==> src/rtl/uart_alu_interface_pkg.sv <==
// uart_alu_interface_pkg: shared widths, FSM states and ALU opcodes for the UART-ALU datapath
package uart_alu_interface_pkg;
  localparam int DEF_NB_DATA      = 8;
  localparam int DEF_NB_OP        = 6;
  localparam int DEF_NB_TIMEOUT   = 16;
  localparam int DEF_TIMEOUT_CLKS = 50000;
  typedef enum logic [2:0] {ST_WAIT_A, ST_WAIT_B, ST_WAIT_OP, ST_EXEC, ST_SEND} state_t;
  localparam logic [5:0] OP_ADD = 6'h20;
  localparam logic [5:0] OP_SUB = 6'h22;
  localparam logic [5:0] OP_AND = 6'h24;
  localparam logic [5:0] OP_OR  = 6'h25;
  localparam logic [5:0] OP_XOR = 6'h26;
  localparam logic [5:0] OP_SRA = 6'h03;
  localparam logic [5:0] OP_SRL = 6'h02;
  localparam logic [5:0] OP_NOR = 6'h27;
endpackage

==> src/rtl/uart_alu_interface_frame_timeout.sv <==
// frame_timeout: inter-byte counter that flags when a partial frame has idled for TIMEOUT_CLKS clocks
module frame_timeout #(
  parameter int NB_TIMEOUT   = 16,
  parameter int TIMEOUT_CLKS = 50000
) (
  input  logic i_clock,
  input  logic i_reset,
  input  logic i_clear,
  input  logic i_enable,
  output logic o_expired
);
  localparam logic [NB_TIMEOUT-1:0] LAST = NB_TIMEOUT'(TIMEOUT_CLKS - 1);
  logic [NB_TIMEOUT-1:0] cnt_q, cnt_d;
  // expiry fires on the clock that would bring the count to TIMEOUT_CLKS
  always_comb begin
    o_expired = i_enable && !i_clear && (cnt_q == LAST);
    cnt_d     = (i_clear || o_expired) ? '0 : i_enable ? cnt_q + 1'b1 : cnt_q;
  end
  always_ff @(posedge i_clock or negedge i_reset)
    if (!i_reset) cnt_q <= '0;
    else          cnt_q <= cnt_d;
endmodule

==> src/rtl/uart_alu_interface.sv <==
// uart_alu_interface: assembles A, B, opcode from rx bytes, drives the ALU and hands the result to tx
module uart_alu_interface import uart_alu_interface_pkg::*; #(
  parameter int NB_DATA      = DEF_NB_DATA,
  parameter int NB_OP        = DEF_NB_OP,
  parameter int NB_TIMEOUT   = DEF_NB_TIMEOUT,
  parameter int TIMEOUT_CLKS = DEF_TIMEOUT_CLKS
) (
  input  logic               i_clock,
  input  logic               i_reset,
  input  logic               i_rx_done_tick,
  input  logic [NB_DATA-1:0] i_rx_data,
  input  logic [NB_DATA-1:0] i_alu_result,
  input  logic               i_tx_done_tick,
  output logic [NB_DATA-1:0] o_alu_a,
  output logic [NB_DATA-1:0] o_alu_b,
  output logic [NB_OP-1:0]   o_alu_op,
  output logic               o_tx_start,
  output logic [NB_DATA-1:0] o_tx_data,
  output logic               o_busy,
  output logic               o_overrun,
  output logic               o_timeout
);
  state_t             state_q, state_d;
  logic [NB_DATA-1:0] a_q, a_d, b_q, b_d, tx_data_q, tx_data_d;
  logic [NB_OP-1:0]   op_q, op_d;
  logic               tx_start_q, tx_start_d, overrun_q, overrun_d, timeout_q, timeout_d;
  logic               collecting, expired;
  assign collecting = (state_q == ST_WAIT_B) || (state_q == ST_WAIT_OP);
  frame_timeout #(.NB_TIMEOUT(NB_TIMEOUT), .TIMEOUT_CLKS(TIMEOUT_CLKS)) u_timeout (
    .i_clock  (i_clock),
    .i_reset  (i_reset),
    .i_clear  (i_rx_done_tick || !collecting),
    .i_enable (collecting),
    .o_expired(expired)
  );
  // expired is already masked by a same-cycle byte, so the byte always wins
  always_comb begin
    state_d    = state_q;
    a_d        = a_q;
    b_d        = b_q;
    op_d       = op_q;
    tx_data_d  = tx_data_q;
    tx_start_d = 1'b0;
    overrun_d  = 1'b0;
    timeout_d  = 1'b0;
    case (state_q)
      ST_WAIT_A:  if (i_rx_done_tick) begin a_d = i_rx_data; state_d = ST_WAIT_B; end
      ST_WAIT_B:  if (i_rx_done_tick) begin b_d = i_rx_data; state_d = ST_WAIT_OP; end
                  else if (expired) begin timeout_d = 1'b1; state_d = ST_WAIT_A; end
      ST_WAIT_OP: if (i_rx_done_tick) begin op_d = i_rx_data[NB_OP-1:0]; state_d = ST_EXEC; end
                  else if (expired) begin timeout_d = 1'b1; state_d = ST_WAIT_A; end
      ST_EXEC: begin
        tx_data_d  = i_alu_result;
        tx_start_d = 1'b1;
        overrun_d  = i_rx_done_tick;
        state_d    = ST_SEND;
      end
      ST_SEND: begin
        overrun_d = i_rx_done_tick;
        state_d   = i_tx_done_tick ? ST_WAIT_A : ST_SEND;
      end
      default: state_d = ST_WAIT_A;
    endcase
  end
  always_ff @(posedge i_clock or negedge i_reset)
    if (!i_reset) begin
      state_q    <= ST_WAIT_A;
      a_q        <= '0;
      b_q        <= '0;
      op_q       <= '0;
      tx_data_q  <= '0;
      tx_start_q <= 1'b0;
      overrun_q  <= 1'b0;
      timeout_q  <= 1'b0;
    end else begin
      state_q    <= state_d;
      a_q        <= a_d;
      b_q        <= b_d;
      op_q       <= op_d;
      tx_data_q  <= tx_data_d;
      tx_start_q <= tx_start_d;
      overrun_q  <= overrun_d;
      timeout_q  <= timeout_d;
    end
  assign o_alu_a    = a_q;
  assign o_alu_b    = b_q;
  assign o_alu_op   = op_q;
  assign o_tx_data  = tx_data_q;
  assign o_tx_start = tx_start_q;
  assign o_overrun  = overrun_q;
  assign o_timeout  = timeout_q;
  assign o_busy     = (state_q == ST_EXEC) || (state_q == ST_SEND);
endmodule
==> config.mk <==
export PLATFORM = sky130hd
export DESIGN_NAME = uart_alu_interface
export DESIGN_NICKNAME = d
export VERILOG_FILES = /design/src/rtl/uart_alu_interface_pkg.sv /design/src/rtl/uart_alu_interface_frame_timeout.sv /design/src/rtl/uart_alu_interface.sv
export SDC_FILE = /design/constraint.sdc
export NUM_CORES = 1
export LEC_CHECK = 0
export CORE_ASPECT_RATIO = 1.5
export CORE_MARGIN = 4
export CORE_UTILIZATION = 48
export DETAILED_ROUTE_END_ITERATION = 8
export GPL_TIMING_DRIVEN = 0
export PLACE_DENSITY = 0.75
export SETUP_SLACK_MARGIN = 0.3
export SYNTH_ARGS = -nofsm -noshare
export SYNTH_HDL_FRONTEND = slang
export SYNTH_SLANG_ARGS = --single-unit
export TNS_END_PERCENT = 5
==> constraint.sdc <==
create_clock -name i_clock -period 5.3 [get_ports i_clock]
set_input_delay 0.53 -clock i_clock [delete_from_list [all_inputs] [get_ports i_clock]]
set_output_delay 0.53 -clock i_clock [all_outputs]
set_load 0.05 [all_outputs]
[After elaboration in Yosys (flattened, before gate mapping)]
Index checks and enable logic that the tools add are counted.
Storage, ports and cells
  flip-flop bits (word level): 52
  output and inout bits: 34
  logic and storage cells: 44
Cells by class
  $add $sub $neg: 1
  eq/ne operators: 6
  multiplexer cells: 13
  reduce and logical (&&, ||, !) cells: 15
Operator list (count)
  16-bit 2-to-1 mux: 2
  16-bit by 1-bit adder with 16-bit output (second input constant): 1
  16-bit == test (second input constant): 1
  3-bit 2-to-1 mux: 5
  3-bit case mux with 5 select lines: 1
  3-bit by 2-bit == test with 1-bit output (second input constant): 2
  2-bit AND reduction: 3
  1-bit 2-to-1 mux: 5
  1-bit logical OR: 4
  2-bit OR reduction: 2
  3-bit by 1-bit == test with 1-bit output (second input constant): 1
  3-bit == test (second input constant): 1
  3-bit zero test: 1
  1-bit logical AND: 2
  1-bit zero test: 2
  2-bit inequality test (second input constant): 1
  2-bit nonzero test: 1

[Logic depth before layout (Yosys ltp)]
  depth after elaboration: 10
  gate-level depth with buffers: 7

[Cells and area by module]
From an unflattened synthesis, not the netlist that was laid out.
Unflattened totals
  cell total of the unflattened synthesis: 175
  area, all modules: 2294.7 µm²
By module, submodules not included
  uart_alu_interface: times used 1, cells an instance 90, area an instance 1456.4 µm²
  frame_timeout: times used 1, cells an instance 85, area an instance 838.3 µm²

[Worst setup path after synthesis]
OpenSTA, ideal clock, no wires.
  path type: register -> output
  start point: register state_q[1]
  end point: output o_busy
  arrival: 1.655 ns
  required time: 4.770 ns
  setup slack: 3.115 ns
  cell stages (with the launch flop): 8
  cell sequence: dfrtp_1 > clkbuf_1 > nand2_1 > or2_2 > clkbuf_1 > clkinv_1 > a21oi_1 > inv_1
On the way
  longest elaborated chain between the ends: 2
Ends and longest elaborated chain
  start, declared: line uart_alu_interface.sv:23  | state_t state_q, state_d;
  start signal, assigned: line uart_alu_interface.sv:76  | state_q <= state_d;
  3-bit by 2-bit == test with 1-bit output or 3-bit == test (tied branches): line uart_alu_interface.sv:92  | assign o_busy = (state_q == ST_EXEC) || (state_q == ST_SEND);
  1-bit logical OR *: line uart_alu_interface.sv:92
  end, declared: line uart_alu_interface.sv:19  | output logic o_busy,
Mark *: on every way between the ends. The rest lies on a longest branch, timed or not.

[Final worst setup path]
Ends and elaborated chain as after synthesis.

==> flow_summary.json <==
{
  "synth_seq_cells": 52,
  "fin_util": 0.674,
  "path_max_fanout": 10,
  "fin_total_pwr_mw": 1.91,
  "max_freq_ghz": 0.302,
  "syn_inst": 186,
  "pre_cts_ws_ns": 2.27,
  "required_ns": 4.77,
  "initial_core_util": 0.504,
  "cts.clk_slew.worst_paths_ns": 0.09,
  "gp_congestion": 0.718,
  "grt_pass1_vias": 1506,
  "wl_per_cell_um": 13.8,
  "setup_viol": 0,
  "nets": 268,
  "cts.hold.buffers_added": 0,
  "switching_share": 0.435,
  "finalMaxSlewViolations": 0,
  "max-vdd-ir-drop_mv": 0.303,
  "dp.final_hpwl_um": 3020,
  "cts_tree": "done",
  "max_slew.worst_pin.slew_ns": 1.00,
  "cts_setup_buffers": 0,
  "viasPerCell": 5.14,
  "track_usage": 0.160,
  "die_area_um2": 5700,
  "clock_path_buffers": 2,
  "synthToLayoutAreaGrowth_pct": 33.6,
  "die_y_um": 90.5,
  "worstRegToRegCells": 5,
  "met1Wirelength_um": 1580,
  "cts-root-buf": "clkbuf_8",
  "fillers": 349,
  "core_area_um2": 4320,
  "drtIter0Drc": 30,
  "netlist.area_leader.share": 0.597,
  "firstDrtPassIters": 4,
  "p_sw_uw": 832,
  "grt-ovfl-total": 0,
  "p_clk_frac": 0.161,
  "synth_area_um2": 2180,
  "dp.cells": 286,
  "vias": 1505,
  "p_leak_nw": 1.24,
  "clkLatencyLatePin_ns": 0.30,
  "hold_path_class": "input port to async pin",
  "r2r-start": "u_timeout.cnt_q[10]",
  "drive_gt1_frac": 0.158,
  "clkSinkCount": 52,
  "finalHoldViolCount": 0,
  "slew_headroom": 0.328,
  "num_io_pins": 54,
  "pwr_density_cell_nw_per_um2": 656,
  "dieWidth_um": 63.0,
  "synth.distinct_cells": 30,
  "reg2reg_slack_ns": 3.32,
  "synth_top_area_cell": "dfrtp_1",
  "finalWorstSetupSlack_ns": 1.98,
  "finalSetupTns_ns": 0,
  "route.met2.wl_um": 2160,
  "finalCritPeriodShare": 0.626,
  "status": "completed",
  "wl_met3_um": 199,
  "post_cts_resize_count": 0,
  "crit_type": "flop to output pin",
  "r2r_end": "u_timeout.cnt_q[3]",
  "wl_um": 4030,
  "antenna_found_initial": 0,
  "seqPwrFrac": 0.314,
  "route.detailed.drc": 0,
  "arrival_ns": 2.79,
  "num_rows": 29,
  "synth_area_leaders": "dfrtp_1 60%, mux2_2 11%, nand2_1 5.3%",
  "ys_seq_area_frac": 0.597,
  "yosys_warnings": 0,
  "cap_violations": 0,
  "comb_power_share": 0.524,
  "startpoint_type": "flop",
  "highest_layer": "met4",
  "p_int_mw": 1.08,
  "grt_max_degree": 37,
  "cts_buffers": 5,
  "skew_ns": 0.00949,
  "rsz0062_at_grt": "no",
  "grt_pass1_wl_um": 7190,
  "diodes": 0,
  "portBuffers": 53,
  "fin_crit_ns": 3.32,
  "avgSynthCellArea_um2": 11.7,
  "synth_fp_nets": 207,
  "end_kind": "output pin",
  "htree_levels": 2,
  "postRouteAntennaNets": 0,
  "fin_cells": 293
}
-- sequential cells by signal, indices dropped and copies added, names as in the netlist --
signal	flops
o_alu_a	8
o_alu_b	8
o_alu_op	6
o_overrun	1
o_timeout	1
o_tx_data	8
o_tx_start	1
state_q	3
u_timeout.cnt_q	16
-- worst max-delay path by stage --
| stage | start | end | cells after the start |
|---|---|---|---|
| global route | state_q[1] | o_busy | 8 |
| global placement | i_reset | o_tx_data[2] | 1 |
| floorplan | state_q[1] | o_busy | 7 |
| CTS | state_q[1] | o_busy | 8 |
| detailed placement | state_q[1] | o_busy | 8 |
| finish | state_q[1] | o_busy | 8 |
-- worst max-delay path: stages (launching register included) --
cell	delay, ns
dfrtp_1	0.37
clkbuf_1	0.18
nand2_1	0.10
or2_2	0.10
clkbuf_1	0.33
clkinv_1	0.36
a21oi_1	0.29
inv_1	0.06
clkdlybuf4s50_1	0.70
-- Yosys cell counts --
| master | number |
|---|---|
| a21boi_0 | 1 |
| dfrtp_1 | 52 |
| or2_2 | 1 |
| nor3b_2 | 1 |
| buf_6 | 1 |
| nor3_1 | 2 |
| nand3_1 | 4 |
| nor4_1 | 5 |
| or4_1 | 1 |
| nand2b_1 | 2 |
| nor2_1 | 22 |
| xnor2_1 | 10 |
| clkinv_1 | 1 |
| nand2b_4 | 1 |
| buf_2 | 1 |
| or4b_1 | 1 |
| nor2b_1 | 1 |
| nand2_1 | 31 |
| nor4b_2 | 2 |
| a211o_1 | 1 |
| or4_4 | 1 |
| clkbuf_1 | 2 |
| a31oi_1 | 1 |
| a21oi_1 | 3 |
| inv_1 | 5 |
| xor2_1 | 4 |
| and4_1 | 1 |
| nand4_1 | 5 |
| ha_1 | 1 |
| mux2_2 | 22 |
-- kinds of logic (layout without fill, tap and decap cells) --
logic type | count (synthesis) | count (layout) | synth area share
flops | 52 | 52 | 0.597
simple gates | 81 | 81 | 0.188
compound gates | 6 | 6 | 0.0172
xor+xnor | 14 | 14 | 0.0563
fa+ha+maj | 1 | 1 | 0.00574
mux | 22 | 22 | 0.114
buf+inv | 10 | 71 | 0.0213
-- stage by stage --
stage | instance area (µm²) | hold WS (ns)
floorplan | 2180 | 0.234
global placement | 2770 | 0.458
detailed placement | 2780 | 0.462
CTS | 2910 | 0.139
global route | 2910 | 0.161
finish | 2910 | 0.141
-- layout make-up --
| type | instances | area [µm²] | area share |
|---|---|---|---|
| plain buffers | 4 | 23.8 | 0.00817 |
| clock buffers | 5 | 68.8 | 0.0236 |
| clock inverters | 2 | 60.1 | 0.0206 |
| inverters | 6 | 22.5 | 0.00774 |
| multi-input cells | 124 | 831 | 0.285 |
| flip-flops and latches | 52 | 1300 | 0.447 |
| well taps | 46 | 57.6 | 0.0198 |
| repair buffers | 54 | 546 | 0.187 |
-- routing by layer --
metal	global-route usage	vias up
li1	-	745
met4	0.0718	0
met1	0.187	717
met2	0.275	36
met5	0	-
met3	0.0361	7
-- power by group through the flow --
| stage | combinational, mW | sequential (mW) | clock (mW) |
|---|---|---|---|
| after floorplan | 0.256 | 1.03 | 0 |
| after global placement | 1.00 | 0.604 | 0 |
| after detailed placement | 1.01 | 0.611 | 0 |
| after CTS | 1.01 | 0.603 | 0.319 |
| after global routing | 1.06 | 0.621 | 0.336 |
| final | 1.00 | 0.601 | 0.308 |
-- cell usage in the layout, fill, tap and decap left out --
cell type        synthesis  final
a211o_1                  1      1
a21boi_0                 1      1
a21oi_1                  3      3
a31oi_1                  1      1
and4_1                   1      1
buf_12                   0      1
buf_2                    1      2
buf_6                    1      1
bufinv_16                0      2
clkbuf_1                 2      2
clkbuf_8                 0      5
clkdlybuf4s50_1          0     52
clkinv_1                 1      1
dfrtp_1                 52     52
ha_1                     1      1
inv_1                    5      5
mux2_2                  22     22
nand2_1                 31     31
nand2b_1                 2      2
nand2b_4                 1      1
nand3_1                  4      4
nand4_1                  5      5
nor2_1                  22     22
nor2b_1                  1      1
nor3_1                   2      2
nor3b_2                  1      1
nor4_1                   5      5
nor4b_2                  2      2
or2_2                    1      1
or4_1                    1      1
or4_4                    1      1
or4b_1                   1      1
xnor2_1                 10     10
xor2_1                   4      4
Power figures use the tool's default switching activity.
==> RTL change (same settings) <==
`DEF_NB_DATA`: 8 -> 9.
--- a/src/rtl/uart_alu_interface_pkg.sv
+++ b/src/rtl/uart_alu_interface_pkg.sv
@@ -1,6 +1,6 @@
 // uart_alu_interface_pkg: shared widths, FSM states and ALU opcodes for the UART-ALU datapath
 package uart_alu_interface_pkg;
-  localparam int DEF_NB_DATA      = 8;
+  localparam int DEF_NB_DATA      = 9;
   localparam int DEF_NB_OP        = 6;
   localparam int DEF_NB_TIMEOUT   = 16;
   localparam int DEF_TIMEOUT_CLKS = 50000;
Ports: changed (5 resized); port bits go from 54 to 59. No check against the original RTL was run, so the function may have changed too.
==> RTL change against the unedited design <==
Synthesized cell count up 5.9%; sequential cell count up 3; synthesized area up 7.5%; largest cell class unchanged; via count up 8.4%; highest routed layer unchanged; final area up 7.2%; wire length up 19%; die area up 6.6%; critical path depth down 2; total power up 5.3%; count of clock-buffer cells in the layout up 1; worst setup slack better by 590 ps; hold slack better by 44 ps; maximum frequency up 22%; critical path type unchanged.
==> RTL change: results (changes against the unedited design) <==
[outcome]
run_status = complete, no violations

[sta]
skew_ps = 5.35  ; -4.15 ps
worst_pin_slew_ps = 669  ; -336 ps

[detailed_routing]
wire_per_inst_um = 14.6  ; +6.3%
met1_length_um = 1960  ; +24%
viasPerCell = 4.99  ; -2.8%
dr_wl_met3_um = 276  ; +39%

[synth]
muxShareOfSynthArea_pct = 11.5  ; +0.17 points
ys_seq_area_share_pct = 58.8  ; -0.94 points
synth_area_leaders = dfrtp_1 59%, mux2_2 12%, nand2_1 5.1%, nor2_1 2.9%, xnor2_1 2.6%
synth_compound_area_share_pct = 2.14  ; +0.41 points
synth_xor_area_share_pct = 4.86  ; -0.77 points

[cells_and_area]
num-clock-buffers = 6  ; +1
nMultiInputCombCells = 130  ; +4.8%
drive_above_1_share_pct = 17.1  ; +1.3 points
n_all_buffers = 67  ; +16%
layout.cells.non_filler = 327  ; +12%
finalNetCount = 286  ; +6.7%
seq_share_pct = 44.1  ; -0.59 points
register_area_sq_mm = 0.00138  ; +5.8%
clock_cell_area_share_pct = 3.29  ; -1.1 points
fillCellCount = 365  ; +4.6%

[place]
place_area_sq_mm = 0.00302  ; +8.5%
dp_hpwl_um = 3520  ; +17%
io_buffers = 58  ; +9.4%

[grt]
grt_pass1_wl_um = 8220  ; +14%
grt_pass1_vias = 1760  ; +17%
use_met2_pct = 29.5  ; +2.0 points
use_met1_pct = 20.7  ; +2.0 points
grt_max_degree = 35  ; -5.4%
grt_usage_pct = 17.6  ; +1.6 points

[power]
switching_share_pct = 45.0  ; +1.5 points
ir_drop_mv = 0.450  ; +49%
p_leak_nw = 1.34  ; +8.8%

[clock_tree]
clock-sinks = 55  ; +5.8%

[setup_path]
crit_fanout = 8  ; -2
crit_arrival_ps = 2190  ; -600 ps

[RTL change: critical path: stages, from the launching register on]
cell,delay [ps]
dfrtp_1,370
buf_2,180
or2_2,320
inv_1,70
a21oi_1,70
inv_1,70
clkdlybuf4s50_1,810
[RTL change: path summary, 6_finish.rpt]
path	from	to	slack (ps)	depth (start not counted)
min in group i_clock	o_tx_data[0]	o_tx_data[0]	480	2
worst min register to register	o_tx_data[0]	o_tx_data[0]	480	2
worst min-delay path	i_reset	u_timeout.cnt_q[7]	190	1
max in group asynchronous	i_reset	state_q[1]	4570	2
worst max-delay path	state_q[2]	o_busy	2580	6
worst max register to register	state_q[2]	o_alu_a[7]	3570	3
[RTL change: power by group through the flow]
stage	logic, W	clock network [W]	registers, W
floorplan	0.000287	0	0.00111
global placement	0.00111	0	0.000641
detailed placement	0.00112	0	0.000644
CTS	0.00112	0.000273	0.000639
global route	0.00117	0.000296	0.000658
finish	0.00111	0.000268	0.000636
